`config.mk`:
```
export PLATFORM = sky130hd
export DESIGN_NAME = maxpool2x2_stream
export DESIGN_NICKNAME = d
export VERILOG_FILES = /design/src/rtl/maxpool2x2_stream.sv
export SDC_FILE = /design/constraint.sdc
export NUM_CORES = 1
export LEC_CHECK = 0
export ABC_AREA = 1
export CORE_MARGIN = 3
export CORE_UTILIZATION = 31
export DETAILED_ROUTE_END_ITERATION = 10
export GPL_TIMING_DRIVEN = 0
export HOLD_SLACK_MARGIN = 0.15
export PLACE_DENSITY = 0.48
export SYNTH_ARGS = -nofsm -noshare
export SYNTH_HDL_FRONTEND = slang
export SYNTH_SLANG_ARGS = --single-unit
```
`constraint.sdc`:
```
create_clock -name clk -period 6.4 [get_ports clk]
set_input_delay 0.96 -clock clk [delete_from_list [all_inputs] [get_ports clk]]
set_output_delay 0.96 -clock clk [all_outputs]
set_load 0.01 [all_outputs]
```
`src/rtl/maxpool2x2_stream.sv`:
```
// maxpool2x2_stream: streaming 2x2 stride-2 sign-magnitude max-pool with a half-width line buffer
module maxpool2x2_stream #(
  parameter int DATA_WIDTH = 16,
  parameter int IMG_W = 28,
  parameter int IMG_H = 28
) (
  input  logic                  clk,
  input  logic                  rst_n,
  input  logic                  in_valid,
  output logic                  in_ready,
  input  logic [DATA_WIDTH-1:0] in_data,
  output logic                  out_valid,
  input  logic                  out_ready,
  output logic [DATA_WIDTH-1:0] out_data,
  output logic                  frame_done
);
  localparam int DW = DATA_WIDTH;
  localparam int CW = $clog2(IMG_W);
  localparam int RW = $clog2(IMG_H);
  localparam int HW = IMG_W / 2;
  localparam int LW = HW > 1 ? $clog2(HW) : 1;
  logic [CW-1:0] col_q, col_d;
  logic [RW-1:0] row_q, row_d;
  logic [DW-1:0] h_q, h_d, out_data_q, out_data_d, p, q;
  logic [DW-1:0] lb_q [HW];
  logic [LW-1:0] idx;
  logic out_valid_q, out_valid_d, last_q, last_d, hs, load, lb_we, col_last, row_last;
  function automatic logic [DW-1:0] smax(input logic [DW-1:0] a, input logic [DW-1:0] b);
    logic a_wins;
    a_wins = (a[DW-1] != b[DW-1]) ? b[DW-1] :
             a[DW-1] ? (a[DW-2:0] < b[DW-2:0]) : (a[DW-2:0] > b[DW-2:0]);
    return a_wins ? a : b;
  endfunction
  always_comb begin
    in_ready    = !out_valid_q || out_ready;
    hs          = in_valid && in_ready;
    col_last    = col_q == CW'(IMG_W - 1);
    row_last    = row_q == RW'(IMG_H - 1);
    idx         = LW'(col_q >> 1);
    p           = smax(h_q, in_data);
    q           = smax(lb_q[idx], p);
    load        = hs && col_q[0] && row_q[0];
    lb_we       = hs && col_q[0] && !row_q[0];
    col_d       = hs ? (col_last ? '0 : col_q + 1'b1) : col_q;
    row_d       = (hs && col_last) ? (row_last ? '0 : row_q + 1'b1) : row_q;
    h_d         = (hs && !col_q[0]) ? in_data : h_q;
    out_valid_d = load || (out_valid_q && !out_ready);
    out_data_d  = load ? q : out_data_q;
    last_d      = load ? (col_last && row_last) : last_q;
    out_valid   = out_valid_q;
    out_data    = out_data_q;
    frame_done  = out_valid_q && out_ready && last_q;
  end
  always_ff @(posedge clk or negedge rst_n) begin
    if (!rst_n) begin
      col_q       <= '0;
      row_q       <= '0;
      h_q         <= '0;
      out_valid_q <= 1'b0;
      out_data_q  <= '0;
      last_q      <= 1'b0;
    end else begin
      col_q       <= col_d;
      row_q       <= row_d;
      h_q         <= h_d;
      out_valid_q <= out_valid_d;
      out_data_q  <= out_data_d;
      last_q      <= last_d;
    end
  end
  always_ff @(posedge clk) begin
    if (lb_we) lb_q[idx] <= p;
  end
endmodule

```
==> impl_metrics.yaml, run 1 <==
synth:
  synthArstFlopShare_pct: 16.4
  syn-num-nets: 1090
  ys_warn_count: 0
  syn_inst: 1037
  synth_top_cell_by_area: "edfxtp_1"
  yosys.area.top_type_share_pct: 55.9
  yosysMostFrequentCell: "nand2_1"
  synth_common_cells: "nand2_1, edfxtp_1, inv_1"
  yosysUniqueCellTypes: 33
  postSynthAreaPerCell_sq_um: 11.6
  ys.flop_type: "edfxtp_1"
  synth-edff-count: 224
  netlist_area_sq_um: 12000
  ys_ff_latch: 268
  yosys-top-cells-area: "edfxtp_1, nand2_1, dfrtp_1, a22oi_1, ha_1"
  yosysSeqAreaShare_pct: 65.1
finish:
  area_growth_syn_to_layout_pct: 19.3
  n_antenna_cell: 0
  fin_util_pct: 37.8
  drive_gt1_share_pct: 15.8
  nets: 1181
timing:
  slew_violations: 0
  hold_viol: 0
  setup_ws_ns: 1.29
  tightest_slew_ns: 1.27
  setup_viol: 0
  rsz0062_at_grt: "no"
  fmax_mhz: 196
  layout_min_cycle_time_ns: 5.11
  fin_tns_setup_ns: 0
  post-route-period-util_pct: 79.8
  fin_worst_skew_ns: 0.0133
  max_slew_margin_pct: 15.2
power_and_ir_drop:
  pwr_density_cell_nw_per_um2: 523
  p_leak_uw: 0.00573
  power_uw: 7510
  peakVddDrop_v: 0.000235
floorplan:
  ioPinCount: 39
  initial_core_util_pct: 31.7
  die_x_microns: 203
  rows: 71
  core_sq_um: 37900
  die-height_microns: 203
  die_area_sq_um: 41200
min_path:
  hold_class: "in -> async"
global_routing:
  grt_pass1_vias: 7832
  grt_overflow: 0
  antenna_found_initial: 0
  track_usage_pct: 15.9
  grt_max_degree: 35
  grt_first_pass_wirelength_microns: 49500
drt:
  drtIter0Drc: 637
  wl_per_cell_microns: 19.7
  antenna_left: 0
  vias: 7967
  routed_wl_microns: 32600
  drc: 0
  viasPerCell: 4.80
  firstDrtPassIters: 5
worst_setup_path:
  cp_common_cell: "nand2_1"
  crit_fanout: 15
  startpoint_type: "input port"
  cp-end-kind: "register"
  cp_data_arrival_time_ns: 5.56
  crit_type: "in -> reg"
  crit_slowest_cell: "clkdlybuf4s50_1"
  cp.required_ns: 6.85
  slowest_delay_ns: 0.51
clock_network:
  postCtsSetupBuffers: 0
  clkSlewWorstSetupHoldPaths_ns: 0.06
  worstSkewPairLatency_ns: 0.57
  ctsHoldBuffers: 0
  cts-resized-gates: 0
  tritoncts: "built"
  cts_root_buf: "clkbuf_16"
  clockBufferDepth: 3
  clock_sinks: 268
  htree_levels: 1
  cts_inserted_buffers: 31
place:
  routabilityCongestion: 0.800
  preCtsSetupSlack_ns: 0.752
  hpwlAfterDp_microns: 22800
  port_buffers: 38
run_status:
  status: "finished, final reports clean"
run:
  max_cap_violations: 0
## path summary, 6_finish.rpt
kind	start	end	slack, ns	cells after the start
hold reg to reg	out_data[13]	out_data[13]	0.48	2
min in group clk	out_data[13]	out_data[13]	0.48	2
setup reg to reg	h_q[14]	out_data[8]	1.85	27
hold / removal	rst_n	col_q[2]	0.28	1
max in group asynchronous	rst_n	h_q[11]	5.64	2
setup / recovery	in_data[6]	out_data[8]	1.29	30
## state kept, by name, indices dropped and copies added, names as in the netlist
| name | cells |
|---|---|
| lb_q | 224 |
| h_q | 16 |
| row_q | 5 |
| last_q | 1 |
| out_valid | 1 |
| col_q | 5 |
| out_data | 16 |
## layout make-up
| type | count | area [sq um] |
|---|---|---|
| Inverter | 99 | 372 |
| Multi-Input combinational cell | 632 | 3570 |
| Fill cell | 3654 | 23600 |
| Buffer | 38 | 309 |
| Clock buffer | 36 | 795 |
| Tap cell | 511 | 639 |
| Sequential cell | 268 | 7830 |
| Timing Repair Buffer | 58 | 657 |
| Clock inverter | 18 | 176 |
## logic make-up (layout without fill, tap and decap cells)
| logic type | after synthesis | after routing | synth area share [%] |
|---|---|---|---|
| flops | 268 | 268 | 65.1 |
| fa+ha+maj | 33 | 33 | 3.43 |
| simple gates | 446 | 446 | 15.9 |
| buf+inv | 137 | 249 | 5.66 |
| compound gates | 153 | 153 | 9.93 |
## layout by cell type, fill, tap and decap left out, drive strengths merged
| cell type | Yosys | layout |
|---|---|---|
| a21oi | 15 | 15 |
| bufinv | 0 | 3 |
| nand4 | 5 | 5 |
| a31oi | 1 | 1 |
| nor3 | 10 | 10 |
| o211ai | 9 | 9 |
| ha | 33 | 33 |
| nand3b | 1 | 1 |
| o22ai | 1 | 1 |
| nor3b | 2 | 2 |
| o21bai | 2 | 2 |
| a21o | 1 | 1 |
| nor2 | 64 | 64 |
| clkdlybuf4s50 | 0 | 37 |
| buf | 28 | 49 |
| edfxtp | 224 | 224 |
| inv | 99 | 100 |
| a22oi | 90 | 90 |
| nand2 | 300 | 300 |
| clkinvlp | 0 | 1 |
| or2 | 8 | 8 |
| dfrtp | 44 | 44 |
| o21ai | 34 | 34 |
| clkbuf | 10 | 46 |
| clkinv | 0 | 13 |
| nand3 | 56 | 56 |
## power breakdown
part           leakage, uW  internal [uW]  switching, uW
Combinational      0.00267           1100           2210
Sequential         0.00258           2380            114
Clock             0.000479           1000            700
Total              0.00573           4480           3030
## through the flow
stage | cells | cell area [sq um] | hold slack, ns
after floorplan | 1037 | 12000 | 0.468
after global placement | 1586 | 13000 | 0.466
after detailed placement | 1606 | 13400 | 0.468
after CTS | 1660 | 14300 | 0.262
after global routing | 1660 | 14300 | 0.271
final | 1660 | 14300 | 0.278
## critical path, delay by kind of cell
family	cells	cell delay (ns)
adders and majority gates	2	0.64
AOI/OAI and AO/OA	2	0.24
and+or+nand+nor	20	2.54
buffers and inverters	6	1.16
## layer usage
layer	vias to the layer above	track usage, %	share of wire (%)
li1	3794	-	-
met1	3974	23.4	48
met2	160	25.2	46
met3	39	1.96	4.2
met4	0	3.51	1.8
met5	-	0	0
Power figures use the tool's default switching activity.
==> run 2: changes to the inputs <==
clock period = 5.28 ns   (was 6.4 ns; I/O delays follow)
==> run 2 against run 1 <==
  * Power rose by 21%
  * Final area increased by 0.23%
  * Clock-buffer cell count is the same
  * Sequential share of layout area fell by 0.12 points
  * Critical path type unchanged
  * Critical endpoint unchanged
  * Largest cell class unchanged
  * Highest routed layer unchanged
==> impl_metrics.yaml, run 2 (same netlist as run 1, synthesis figures left out) <==
place:
  routabilityCongestion: 0.800
  port_buffers: 38
  hpwlAfterDp_microns: 22800
run:
  max_cap_violations: 0
timing:
  setup_viol: 0
  layout_min_cycle_time_ns: 4.81
  rsz0062_at_grt: "no"
  fmax_mhz: 208
  slew_violations: 0
  post-route-period-util_pct: 91.1
  fin_worst_skew_ns: 0.0167
  tightest_slew_ns: 1.27
  max_slew_margin_pct: 14.9
  holdWs_ns: 0.478
  hold_viol: 0
finish:
  area_growth_syn_to_layout_pct: 19.6
  fin_util_pct: 37.9
  most-common-layout-cells: "nand2_1, edfxtp_1, inv_1"
  drive_gt1_share_pct: 16.5
  fillCellCount: 3657
  n_antenna_cell: 0
  largest_reg_flops: 224
  final_common_cell: "nand2_1"
  nets: 1182
  top_register: "lb_q"
power_and_ir_drop:
  peakVddDrop_v: 0.000286
  pwr_density_cell_nw_per_um2: 634
  p_leak_uw: 0.00573
drt:
  wl_per_cell_microns: 19.6
  firstDrtPassIters: 5
  drc: 0
  viasPerCell: 4.78
  antenna_left: 0
  drtIter0Drc: 656
  routed_wl_microns: 32600
  vias: 7933
worst_setup_path:
  cp_data_arrival_time_ns: 5.26
  cp.required_ns: 5.73
  startpoint_type: "input port"
  crit_fanout: 15
  slowest_delay_ns: 0.51
  crit_type: "in -> reg"
  cp_common_cell: "nand2_1"
  crit_slowest_cell: "clkdlybuf4s50_1"
  cp_top_family: "simple AND/OR/NAND/NOR gates"
  cp-end-kind: "register"
  worst-path-buf-inv: 7
clock_network:
  clock_sinks: 268
  clockBufferDepth: 3
  clkSlewWorstSetupHoldPaths_ns: 0.06
  htree_levels: 1
  postCtsSetupBuffers: 0
  cts_inserted_buffers: 31
  tritoncts: "built"
  cts_root_buf: "clkbuf_16"
  worstSkewPairLatency_ns: 0.57
floorplan:
  ioPinCount: 39
  die_x_microns: 203
  core_sq_um: 37900
  initial_core_util_pct: 31.7
  die-height_microns: 203
  die_area_sq_um: 41200
  rows: 71
min_path:
  hold_class: "reg -> reg"
global_routing:
  grt_first_pass_wirelength_microns: 49500
  antenna_found_initial: 0
  grt_overflow: 0
  track_usage_pct: 15.9
  grt_max_degree: 35
  grt_pass1_vias: 7832
run_status:
  status: "finished, final reports clean"
[run 2: changes by cell type in the layout (fill, tap and decap cells not counted), sizes merged]
cell,before,now
dlygate4sd3,0,1
[run 2: final timing paths]
check	startpoint	slack [ns]	to	depth (start not counted)
worst min-delay path	out_data[13]	0.48	out_data[13]	2
worst min register to register	out_data[13]	0.48	out_data[13]	2
max in group asynchronous	rst_n	4.15	out_data[2]	3
worst max register to register	h_q[14]	0.87	out_data[8]	26
worst max-delay path	in_data[6]	0.47	out_data[8]	29
min in group asynchronous	rst_n	0.65	col_q[2]	2
[run 2: area by class of cell]
class	instances	area [sq um]	area share, %
repair buffers	59	667	4.64
flip-flops and latches	268	7830	54.4
plain buffers	38	309	2.15
inverters	99	372	2.58
clock buffers	36	795	5.53
clock inverters	18	176	1.23
multi-input cells	632	3590	25.0
well taps	511	639	4.45
[run 2: per-stage QoR]
step | power [uW] | cells | TNS (ns) | area [sq um] | worst slack [ns]
3_3_place_gp | 7050 | 1586 | -5.93 | 13000 | -0.202
3_5_place_dp | 7120 | 1606 | -1.83 | 13400 | -0.200
5_1_grt | 9790 | 1661 | 0 | 14400 | 0.00246
6_report | 9120 | 1661 | 0 | 14400 | 0.472
4_1_cts | 9220 | 1661 | 0 | 14400 | 0.370
2_1_floorplan | 5720 | 1037 | 0 | 12000 | 1.34
[run 2: where the power goes]
part	total, uW	leakage (uW)	internal (uW)	switching, uW
Sequential	3020	0.00258	2890	138
Combinational	4030	0.00268	1340	2690
Clock	2060	0.000479	1220	847
Total	9120	0.00573	5440	3680
[run 2: repair_timing]
item,4_1_cts,5_1_grt
endpoints found under the setup margin,0,10
hold buffers,1,0
hold endpoints to repair,10,0
gates resized for setup,0,9
[run 2: worst min-delay path, cell delays in order (launching register included)]
cell and delay [ns]:
dfrtp_1 0.34, nand2_1 0.05, nand2_1 0.05
[run 2: layer usage]
metal,up-vias,track usage (%),part of all wire [%]
met5,-,0,0
met4,0,3.51,1.9
met3,39,1.96,4.2
met2,153,25.2,46
met1,3941,23.4,48
li1,3800,-,-
==> run 3: changes to the inputs <==
CORE_MARGIN = not set   (was 3)
PLACE_DENSITY = not set   (was 0.48)
PLACE_DENSITY_LB_ADDON = 0.3   (was not set)
==> run 3 against run 2 <==
  * Global-route usage fell by 0.12 points
  * Power up 0.20%
  * Worst setup slack got worse by 0.067 ns
  * Sequential cell count is the same
  * Wire length shrank 5.8%
  * Clock-buffer cell count fell by 4
  * Sequential share of layout area about the same
  * Cell count down 0.24%
  * Non-clock buffer count is 2 lower
  * Sequential power barely moved
  * Critical path type unchanged
  * Critical endpoint is now out_data[0]
  * Largest cell class unchanged
==> impl_metrics.yaml, run 3 (same netlist as run 1, synthesis figures left out) <==
clock_network:
  clkSlewWorstSetupHoldPaths_ns: 0.06
  postCtsSetupBuffers: 0
  tritoncts: "built"
  ctsHoldBuffers: 0
  htree_levels: 1
  cts_root_buf: "clkbuf_16"
  worstSkewPairLatency_ns: 0.56
  cts-resized-gates: 0
  cts_inserted_buffers: 29
  clock_sinks: 268
  clockBufferDepth: 3
finish:
  seq_area_sq_um: 7830
  largest_reg_flops: 224
  n_antenna_cell: 0
  multi_input_area_sq_um: 3590
  area_growth_syn_to_layout_pct: 19.6
  drive_gt1_share_pct: 16.3
  fillCellCount: 3662
  fin_area_sq_um: 14400
  final_common_cell: "nand2_1"
  finalNonFillerCells: 1657
  most-common-layout-cells: "nand2_1, edfxtp_1, inv_1"
  top_register: "lb_q"
  nets: 1178
timing:
  slew_violations: 0
  post-route-period-util_pct: 92.3
  setup_ws_ns: 0.405
  fmax_mhz: 205
  fin_worst_skew_ns: 0.00758
  hold_viol: 0
  fin_tns_setup_ns: 0
  max_slew_margin_pct: 19.6
  setup_viol: 0
  layout_min_cycle_time_ns: 4.88
  tightest_slew_ns: 1.20
  rsz0062_at_grt: "no"
worst_setup_path:
  cp_common_cell: "nand2_1"
  cp_data_arrival_time_ns: 5.32
  crit_type: "in -> reg"
  ff2ff_path_depth: 29
  cp-end-kind: "register"
  startpoint_type: "input port"
  crit_fanout: 15
  crit_slowest_cell: "clkdlybuf4s50_1"
  slowest_delay_ns: 0.50
  cp.required_ns: 5.72
drt:
  firstDrtPassIters: 5
  routed_wl_microns: 30700
  wl_per_cell_microns: 18.5
  antenna_left: 0
  drtIter0Drc: 592
  drc: 0
  vias: 7989
  viasPerCell: 4.82
global_routing:
  antenna_found_initial: 0
  use_met3_pct: 2.03
  use_met2_pct: 25.5
  grt_pass1_vias: 7846
  grt_max_degree: 28
  use_met1_pct: 22.2
  track_usage_pct: 15.7
  grt_busiest_layer: "met2"
  grt_overflow: 0
  grt_first_pass_wirelength_microns: 46600
floorplan:
  die_area_sq_um: 39600
  die-height_microns: 199
  core_sq_um: 37900
  rows: 71
  die_x_microns: 199
  ioPinCount: 39
  initial_core_util_pct: 31.7
min_path:
  hold_class: "in -> async"
run:
  max_cap_violations: 0
place:
  place_area_sq_um: 13400
  routabilityCongestion: 0.820
  dp.cells: 1605
  port_buffers: 38
  hpwlAfterDp_microns: 21600
  preCtsSetupSlack_ns: -0.208
power_and_ir_drop:
  power_uw: 9140
  peakVddDrop_v: 0.000364
  pwr_density_cell_nw_per_um2: 635
  p_leak_uw: 0.00572
run_status:
  status: "finished, final reports clean"
run 3: routing by layer:
layer	vias up	routed length, microns
met4	0	570
li1	3799	-
met5	-	0
met3	38	1770
met1	3948	14200
met2	204	14200
run 3: per-stage QoR:
step                utilization, %  hold WS (ns)
floorplan                        -         0.468
global placement              34.4         0.466
detailed placement            35.2         0.466
CTS                           37.9         0.168
global route                  37.9         0.191
finish                        37.9         0.180
run 3: path summary, 6_finish.rpt:
check / startpoint / end / slack, ns
max: in_data[14] / out_data[0] / 0.40
min: rst_n / h_q[3] / 0.18
max reg2reg: h_q[6] / out_data[0] / 0.81
min reg2reg: out_data[13] / out_data[13] / 0.48
max in group asynchronous: rst_n / h_q[11] / 4.59
min in group clk: out_data[13] / out_data[13] / 0.48
run 3: area by class of cell:
type | count | area share [%]
timing repair buffer | 57 | 4.49
inverter | 99 | 2.58
multi-input combinational | 632 | 24.9
tap | 511 | 4.44
buffer | 38 | 2.15
clock buffer | 32 | 5.12
sequential | 268 | 54.4
clock inverter | 20 | 1.88
run 3: report_power, final:
| group | internal, uW | total [uW] | switching, uW | leakage (uW) |
|---|---|---|---|---|
| clock network | 1300 | 2130 | 835 | 0.000484 |
| logic | 1340 | 3980 | 2640 | 0.00267 |
| registers | 2890 | 3020 | 139 | 0.00258 |
| total | 5530 | 9140 | 3610 | 0.00572 |
run 3: critical path, delay by kind of cell:
family                     cells  cell delay (ns)
and+or+nand+nor               21             2.61
buffers and inverters          7             1.28
adders and majority gates      2             0.59
